$ cat config.mk
export PLATFORM = sky130hd
export DESIGN_NAME = md_unit
export DESIGN_NICKNAME = d
export VERILOG_FILES = /design/src/rtl/md_unit.sv
export SDC_FILE = /design/constraint.sdc
export NUM_CORES = 1
export LEC_CHECK = 0
export BUFFER_PORTS_ARGS = -buffer_cell sky130_fd_sc_hd__buf_4
export CORE_ASPECT_RATIO = 1.4
export CORE_UTILIZATION = 35
export CTS_CLUSTER_SIZE = 10
export DETAILED_ROUTE_END_ITERATION = 10
export GPL_TIMING_DRIVEN = 0
export PLACE_DENSITY = 0.61
export SYNTH_ARGS = -nofsm -noshare
export SYNTH_HDL_FRONTEND = slang
export SYNTH_SLANG_ARGS = --single-unit
$ cat constraint.sdc
create_clock -name CLK -period 2.7 [get_ports CLK]
set_input_delay 0.405 -clock CLK [delete_from_list [all_inputs] [get_ports CLK]]
set_output_delay 0.405 -clock CLK [all_outputs]
set_load 0.005 [all_outputs]
$ cat src/rtl/md_unit.sv
// md_unit: iterative unsigned 8-bit multiply/divide unit placed after the register
// file read ports. It takes one shift-add or restoring-divide step per clock and
// returns a registered result, a write address and a one-cycle write enable.
module md_unit #(
    parameter int WIDTH = 8,
    parameter int CNT_W = 4
) (
    input  logic             CLK,
    input  logic             RST,
    input  logic             START,
    input  logic [1:0]       OP,
    input  logic [WIDTH-1:0] SRC_A,
    input  logic [WIDTH-1:0] SRC_B,
    input  logic [2:0]       DST,
    output logic             BUSY,
    output logic             DONE,
    output logic             WE_OUT,
    output logic [2:0]       WA_OUT,
    output logic [WIDTH-1:0] RESULT,
    output logic             DIV0
);

    localparam logic [1:0] OP_MULLO = 2'b00;
    localparam logic [1:0] OP_MULHI = 2'b01;
    localparam logic [1:0] OP_DIVU  = 2'b10;

    typedef enum logic [1:0] {S_IDLE, S_RUN, S_FIN} state_t;

    state_t             state_q;
    logic [CNT_W-1:0]   cnt_q;
    logic [1:0]         op_q;
    logic [WIDTH-1:0]   a_q;
    logic [WIDTH-1:0]   b_q;
    logic [2:0]         dst_q;
    logic               dz_q;
    logic [2*WIDTH-1:0] prod_q;
    logic [WIDTH:0]     rem_q;
    logic [WIDTH-1:0]   quo_q;
    logic               busy_q;
    logic               done_q;
    logic [2:0]         wa_q;
    logic [WIDTH-1:0]   res_q;
    logic               div0_q;

    logic [WIDTH:0]     add_hi;
    logic [2*WIDTH-1:0] prod_d;
    logic [WIDTH+1:0]   trial;
    logic [WIDTH:0]     rem_d;
    logic [WIDTH-1:0]   quo_d;
    logic [CNT_W-1:0]   cnt_d;

    // Pick the architectural result from the final iteration values.
    function automatic logic [WIDTH-1:0] pick_result(
        input logic [1:0]         op,
        input logic [2*WIDTH-1:0] prod,
        input logic [WIDTH-1:0]   quo,
        input logic [WIDTH-1:0]   rem,
        input logic               dz,
        input logic [WIDTH-1:0]   a
    );
        logic [WIDTH-1:0] r;
        case (op)
            OP_MULLO: r = prod[WIDTH-1:0];
            OP_MULHI: r = prod[2*WIDTH-1:WIDTH];
            OP_DIVU:  r = dz ? {WIDTH{1'b1}} : quo;
            default:  r = dz ? a : rem;
        endcase
        return r;
    endfunction

    // One multiply step and one restoring-divide step, computed every cycle.
    always_comb begin
        // Shift-add: conditionally add the multiplicand into the upper half, then shift right.
        add_hi = {1'b0, prod_q[2*WIDTH-1:WIDTH]} + (prod_q[0] ? {1'b0, a_q} : {(WIDTH+1){1'b0}});
        prod_d = {add_hi, prod_q[WIDTH-1:1]};
        // Restoring divide: shift in the next dividend bit, trial-subtract, keep on non-negative.
        trial  = {rem_q, quo_q[WIDTH-1]} - {2'b00, b_q};
        if (trial[WIDTH+1]) begin
            rem_d = {rem_q[WIDTH-1:0], quo_q[WIDTH-1]};
            quo_d = {quo_q[WIDTH-2:0], 1'b0};
        end else begin
            rem_d = trial[WIDTH:0];
            quo_d = {quo_q[WIDTH-2:0], 1'b1};
        end
        cnt_d = cnt_q - CNT_W'(1);
    end

    // Control FSM with registered outputs; a zero divisor finishes after a single step.
    always_ff @(posedge CLK or posedge RST) begin
        if (RST) begin
            state_q <= S_IDLE;
            cnt_q   <= '0;
            op_q    <= '0;
            a_q     <= '0;
            b_q     <= '0;
            dst_q   <= '0;
            dz_q    <= 1'b0;
            prod_q  <= '0;
            rem_q   <= '0;
            quo_q   <= '0;
            busy_q  <= 1'b0;
            done_q  <= 1'b0;
            wa_q    <= '0;
            res_q   <= '0;
            div0_q  <= 1'b0;
        end else begin
            done_q <= 1'b0;
            case (state_q)
                S_IDLE: begin
                    if (START) begin
                        a_q     <= SRC_A;
                        b_q     <= SRC_B;
                        op_q    <= OP;
                        dst_q   <= DST;
                        dz_q    <= OP[1] && (SRC_B == '0);
                        prod_q  <= {{WIDTH{1'b0}}, SRC_B};
                        rem_q   <= '0;
                        quo_q   <= SRC_A;
                        cnt_q   <= CNT_W'(WIDTH);
                        div0_q  <= 1'b0;
                        busy_q  <= 1'b1;
                        state_q <= S_RUN;
                    end
                end
                S_RUN: begin
                    prod_q <= prod_d;
                    rem_q  <= rem_d;
                    quo_q  <= quo_d;
                    cnt_q  <= dz_q ? '0 : cnt_d;
                    if (dz_q || (cnt_q == CNT_W'(1))) begin
                        res_q   <= pick_result(op_q, prod_d, quo_d, rem_d[WIDTH-1:0], dz_q, a_q);
                        wa_q    <= dst_q;
                        div0_q  <= dz_q;
                        done_q  <= 1'b1;
                        state_q <= S_FIN;
                    end
                end
                S_FIN: begin
                    busy_q  <= 1'b0;
                    state_q <= S_IDLE;
                end
                default: begin
                    busy_q  <= 1'b0;
                    state_q <= S_IDLE;
                end
            endcase
        end
    end

    assign BUSY   = busy_q;
    assign DONE   = done_q;
    assign WE_OUT = done_q;
    assign WA_OUT = wa_q;
    assign RESULT = res_q;
    assign DIV0   = div0_q;

endmodule

==> results of run 1 <==
==> synthesized netlist by cell type (3+ instances only) <==
cell	count	area, um^2
and2_1	13	81.3
o21a_1	3	22.5
nand2_1	107	402
a22oi_1	14	105
a31oi_1	3	18.8
dfrtp_1	75	1880
a21oi_1	14	70.1
nor2_1	28	105
inv_1	20	75.1
ha_1	18	225
a21o_1	6	45.0
o31ai_1	6	45.0
o21ai_0	45	225
nor2b_1	3	18.8
o22ai_1	8	50.1
clkbuf_1	22	82.6
xor2_1	5	43.8
o21ai_1	7	35.0
mux2i_1	5	50.1
nand2b_1	10	62.6
o31a_1	3	26.3
a211oi_1	6	45.0
xnor2_1	4	35.0
nand3_1	19	95.1
nor3_1	8	40.0
==> what timing repair did <==
| action | 4_1_cts | 5_1_grt |
|---|---|---|
| pin swaps | 2 | 2 |
| gates cloned | 0 | 0 |
| hold endpoints to repair | 11 | 0 |
| resized for setup | 3 | 4 |
| setup buffers | 2 | 3 |
| hold buffers | 1 | 0 |
| endpoints found under the setup margin | 3 | 10 |
==> area by class of cell <==
class / instances / area share (%)
inverter: 21 / 1.58
timing repair buffer: 45 / 7.25
clock inverter: 7 / 2.04
clock buffer: 9 / 4.38
sequential: 75 / 36.5
tap: 147 / 3.57
buffer: 24 / 1.97
multi-input combinational: 370 / 42.7
==> per-stage QoR <==
| stage | total power [uW] | TNS, ns | hold WS (ns) | worst slack, ns | std cells |
|---|---|---|---|---|---|
| 2_1_floorplan | 4700 | 0 | 0.439 | 0.348 | 490 |
| 3_3_place_gp | 5750 | -43.70 | 0.457 | -0.588 | 675 |
| 3_5_place_dp | 5900 | -0.358 | 0.335 | -0.257 | 676 |
| 4_1_cts | 7280 | 0 | 0.247 | 0.0197 | 695 |
| 5_1_grt | 8030 | -0.0128 | 0.275 | -0.0128 | 698 |
| 6_report | 7470 | 0 | 0.253 | 0.106 | 698 |
==> how the worst min path moves through the flow <==
stage / startpoint / endpoint / slack, ns
final: DST[2] / dst_q[2]$_DFFE_PP0P_ / 0.25
after global placement: dst_q[0]$_DFFE_PP0P_ / WA_OUT[0]$_DFFE_PP0P_ / 0.46
after detailed placement: RST / a_q[3]$_DFFE_PP0P_ / 0.34
after global routing: OP[0] / op_q[0]$_DFFE_PP0P_ / 0.28
after floorplan: dst_q[0]$_DFFE_PP0P_ / WA_OUT[0]$_DFFE_PP0P_ / 0.44
after CTS: DST[1] / dst_q[1]$_DFFE_PP0P_ / 0.25
==> metal layers <==
layer,up-vias,wire [um],global-route usage (%)
li1,1821,-,-
met1,1878,4990,24.9
met2,89,6550,36.1
met3,21,451,2.65
met4,0,342,10.0
met5,-,0,0
==> worst max-delay path, cell delays in order, from the launching register on <==
cell,delay [ns]
dfrtp_2,0.48
and2_1,0.19
ha_1,0.21
fa_1,0.42
a21o_1,0.22
a21oi_2,0.16
buf_4,0.14
o211ai_1,0.11
xnor2_1,0.17
o31ai_1,0.26
o21bai_1,0.15
==> kinds of logic (layout without fill, tap and decap cells) <==
kind of cell               after synthesis  in the layout  synth area share [%]
xor gates and xnor gates                 9              9                  1.86
DFF                                     75             75                  44.3
and+or+nand+nor                        200            200                  21.2
muxes                                    6              6                  1.45
buffers and inverters                   45            106                  4.26
AOI/OAI and AO/OA                      135            135                  20.6
adders and majority gates               20             20                  6.27
==> sequential cells by signal, indices dropped and copies added, names as in the netlist, 2 cells and up <==
| register | cells |
|---|---|
| RESULT | 8 |
| WA_OUT | 3 |
| a_q | 8 |
| b_q | 8 |
| cnt_q | 4 |
| dst_q | 3 |
| op_q | 2 |
| prod_q | 16 |
| quo_q | 8 |
| rem_q | 9 |
| state_q | 2 |
==> power groups by stage <==
stage	clock (uW)	combinational [uW]	sequential (uW)
floorplan	0	2760	1940
global placement	0	3680	2070
detailed placement	0	3810	2090
CTS	1360	3850	2070
global route	1400	4500	2130
finish	1340	4050	2080
==> reports/results.txt, run 1 <==
Most frequent cells in the layout = 107 x nand2_1, 74 x dfrtp_1, 43 x o21ai_0, 43 x buf_4, 28 x nor2_1
Power Internal = 4180 uW
Leak = 0.00241 uW
Initial DRC count = 204
WP data arrival = 2.86 ns
Layout area overhead = 21.6%
Synthesized instance count = 490
Die W = 94.9 um
Critical R2R Capture = RESULT[5]$_DFFE_PP0P_
Multi-input gate area = 2200 um^2
Clk_lat worst skew = 0.34 ns
Site row count = 47
Post-synth EDFFs = 0
Number of synthesized register bits = 75
Worst hold path class = primary input to register
Avg Cell Area, Syn = 8.64 um^2
CTS tree = done
Slew HR = 43.2%
Outcome = completed
Seq pwr share = 27.8%
# port buffers = 38
Most used DFF post-synth = dfrtp_1
CP Class = register to register
Placed cell areas = 4730 um^2
R2R Setup Slk = 0.11 ns
Clk buf depth = 2
Routed Antenna Nets = 0
Filler Cell Count = 1,181
Worst r2r src = prod_q[0]$_DFFE_PP0P_
Critical Path Start = prod_q[0]$_DFFE_PP0P_
CORE AREA = 11,800 um^2
Initial antenna violation count = 0
Final instance area = 5150 um^2
Critical Path Sink = RESULT[5]$_DFFE_PP0P_
Peak supply drop = 0.432 mV
Util after Layout = 43.5%
Starting Density = 35.8%
Period utilization = 96.1%
Cell variety after synth = 55
Crit path max fanout = 9
Max-slew violations = 0
Io pins = 39
DRC = 0
Net Sw Power = 3290 uW
Clk pwr share = 17.9%
DR vias = 3,809
Clock-pin slew on the worst setup and hold paths = 0.06 ns
Sequential fraction of the synthesis area = 44.3%
Switching part of the total = 44.0%
WHS Path Cells = 3
Synthesis warning total = 0
Final wirelength = 12,300 um
Routability cong. = 0.876
Startpoint Class = register
CTS H-tree depth = 3
Vias in the first global route = 3,760
Max-Cap Viols = 0
Commonest non-fill, non-tap cell in the layout = nand2_1
Post-synth ARST share = 100%
Data required time at the worst endpoint = 2.97 ns
Estimated wirelength of the detail-placed design = 9440 um
Worst setup EP type = register
Syn Nets = 534
Cell Pwr Density = 1450 nW/um^2
Final Setup Violations = 0
TritonCTS buffer count = 9
First-pass GRT wire length = 19,600 um
Measured slew at the worst slew-check pin = 0.849 ns
Worst clock skew = 0.00912 ns
First-pass detailed-route iteration total = 5
Root Buffer = clkbuf_16
Vias/cell = 5.46
Layout net count = 590
Antenna Cells = 0
Tot GR Track Use = 20.8%
Storage cell area = 1880 um^2
Highest Clock Rate = 386 MHz
Worst r2r path cells = 10
Drt wl/cell = 17.7 um
Layout cells sized above 1 = 14.2%
CTS sink count = 75
Synth Cell Area = 4230 um^2
Die area = 12,500 um^2
Combinational Power Share = 54.3%
Pin count of the biggest net entering global routing = 65
DIE HEIGHT = 132 um
Grt ovf = 0
Final min period = 2.59 ns
Final Hold Vio Count = 0
(Power assumes the default switching activity.)
==> run 2: changes to the inputs <==
--- a/config.mk
+++ b/config.mk
@@ -6,7 +6,6 @@
 export NUM_CORES = 1
 export LEC_CHECK = 0
 export BUFFER_PORTS_ARGS = -buffer_cell sky130_fd_sc_hd__buf_4
-export CORE_ASPECT_RATIO = 1.4
 export CORE_UTILIZATION = 35
 export CTS_CLUSTER_SIZE = 10
 export DETAILED_ROUTE_END_ITERATION = 10
==> run 2 against run 1 <==
The run now ends with design-rule violations left. Total power is 1.8% lower. Critical path depth is 1 lower. Non-clock buffer count is 3 lower. Sequential power hardly changed. Register-to-register slack worse by 0.02 ns. Die area hardly changed. Clock-buffer cell count stayed put. Via count is 0.97% higher. Clock skew is 0.0044 ns lower. Flip-flop and latch count stayed put. Critical path type unchanged. Critical endpoint unchanged.
==> reports/results.txt, run 2 (same netlist as run 1, synthesis figures left out) <==
Outcome = finished, violations left
Failing checks = design-rule violations
WP data arrival = 2.82 ns (-0.04 ns)
Peak supply drop = 0.533 mV (+23%)
Tot GR Track Use = 20.3% (-0.46 points)
Grt ovf = 0 (unchanged)
Cell Pwr Density = 1440 nW/um^2 (-0.88%)
Final worst setup slack = 0.0884 ns (-0.0177 ns)
Data required time at the worst endpoint = 2.91 ns (-0.06 ns)
Multi-input gate area = 2210 um^2 (+0.46%)
Hold_buf cts = 0 (-1)
Final wirelength = 12,300 um (-0.49%)
Top reg by flops = prod_q
Vias/cell = 5.57 (+2.0%)
Storage cell area = 1880 um^2 (unchanged)
First-pass detailed-route iteration total = 8 (+3)
Commonest non-fill, non-tap cell in the layout = nand2_1
DR vias = 3,846 (+0.97%)
Measured slew at the worst slew-check pin = 0.906 ns (+0.0570 ns)
Routability cong. = 0.869 (-0.80%)
Initial antenna violation count = 0 (unchanged)
Levels on crit path = 9 (-1)
Layout net count = 587 (-0.51%)
Period utilization = 96.7% (+0.66 points)
Max-Cap Viols = 0 (unchanged)
TritonCTS buffer count = 9 (unchanged)
Io pins = 39 (unchanged)
Clk_lat worst skew = 0.34 ns (about the same)
Worst r2r path cells = 9 (-1)
Die area = 12,500 um^2 (about the same)
CTS H-tree depth = 3 (unchanged)
Final min period = 2.61 ns (+0.0177 ns)
Startpoint Class = register
Final Setup Violations = 0 (unchanged)
Slew HR = 39.4% (-3.8 points)
CTS sink count = 75 (unchanged)
Clock-pin slew on the worst setup and hold paths = 0.06 ns (about the same)
CP bufs+invs = 0 (-1)
Final Power = 7330 uW (-1.8%)
Final instance area = 5100 um^2 (-0.95%)
Vias in the first global route = 3,615 (-3.9%)
Top Registers = prod_q x16, rem_q x9
Placed cell areas = 4730 um^2 (-0.11%)
First-pass GRT wire length = 19,500 um (-0.49%)
DIE HEIGHT = 112 um (-15%)
Final Hold Vio Count = 0 (unchanged)
Layout area overhead = 20.4%
CP Class = register to register
Initial DRC count = 311 (+52%)
Crit path max fanout = 5 (-4)
Tightest hold margin = 0.0165 ns (-0.237 ns)
Crit-path slowest cell = dfrtp_2
Worst clock skew = 0.00474 ns (-0.00438 ns)
CTS tree = done
Util after Layout = 43.9% (+0.35 points)
CORE AREA = 11,600 um^2 (-1.7%)
# port buffers = 38 (unchanged)
Starting Density = 36.4% (+0.64 points)
DRC = 2 (+2)
Leak = 0.00238 uW (-1.2%)
Die W = 112 um (+18%)
Pin count of the biggest net entering global routing = 56 (-14%)
Crit-path max cell delay = 0.44 ns (-0.04 ns)
Routed Antenna Nets = 0 (unchanged)
Top cell family by delay on the critical path = compound AO/OA/AOI/OAI gates
Filler Cell Count = 1,166 (-1.3%)
Drt wl/cell = 17.8 um (+0.52%)
Estimated wirelength of the detail-placed design = 9030 um (-4.2%)
Layout cells sized above 1 = 14.1% (-0.10 points)
Antenna Cells = 0 (unchanged)
Worst setup EP type = register
Crit-path cells = and2_1 -> ha_1 -> fa_1 -> a21o_1 -> a21oi_4 -> o211ai_1 -> xnor2_1 -> o31ai_1 -> o21bai_1
Clk buf depth = 2 (unchanged)
Site row count = 39 (-17%)
Root Buffer = clkbuf_16
Largest register FFs = 16 (unchanged)
Max-slew violations = 0 (unchanged)
Most frequent cells in the layout = 107 x nand2_1, 74 x dfrtp_1, 44 x o21ai_0
Worst hold path class = primary input to async pin
Dpl ws = -0.0888 ns (+0.168 ns)
Highest Clock Rate = 383 MHz (-0.68%)
RSZ-0062 raised after global routing = no
-- run 2: where the power goes --
group | internal (uW) | switching (uW) | total, uW
clock | 722 | 511 | 1230
sequential | 1660 | 419 | 2080
combinational | 1680 | 2340 | 4020
total | 4060 | 3270 | 7330
-- run 2: per-stage QoR --
| step | instances | setup TNS (ns) |
|---|---|---|
| finish | 691 | 0 |
| global route | 691 | 0 |
| CTS | 688 | 0 |
| detailed placement | 672 | -0.158 |
| global placement | 671 | -45.01 |
| floorplan | 490 | 0 |
-- run 2: path summary, 6_finish.rpt --
path	startpoint	endpoint	slack [ns]
setup / recovery	prod_q[0]$_DFFE_PP0P_	RESULT[5]$_DFFE_PP0P_	0.09
hold / removal	RST	rem_q[7]$_DFFE_PP0P_	0.02
setup reg to reg	prod_q[0]$_DFFE_PP0P_	RESULT[5]$_DFFE_PP0P_	0.09
hold reg to reg	dst_q[0]$_DFFE_PP0P_	WA_OUT[0]$_DFFE_PP0P_	0.47
max in group asynchronous	RST	prod_q[0]$_DFFE_PP0P_	2.10
min in group CLK	DST[1]	dst_q[1]$_DFFE_PP0P_	0.25
-- run 2: repair_timing --
action | CTS | global route
setup buffers | 0 | 3
pin swaps | 0 | 3
resized for setup | 4 | 4
endpoints found under the setup margin | 4 | 8
-- run 2: area by class of cell --
cell class,instances,share of cell area (%)
Sequential cell,75,36.8
Tap cell,143,3.51
Multi-Input combinational cell,370,43.3
Inverter,21,1.60
Clock buffer,9,4.42
Timing Repair Buffer,42,6.82
Clock inverter,7,1.50
Buffer,24,1.99
-- run 2: per-layer routing --
metal / vias up / global-route usage [%] / routed length, um
met3: 26 / 3.54 / 765
met2: 130 / 30.1 / 5400
li1: 1820 / - / -
met1: 1870 / 29.2 / 5780
met4: 0 / 8.89 / 336
met5: - / 0 / 0
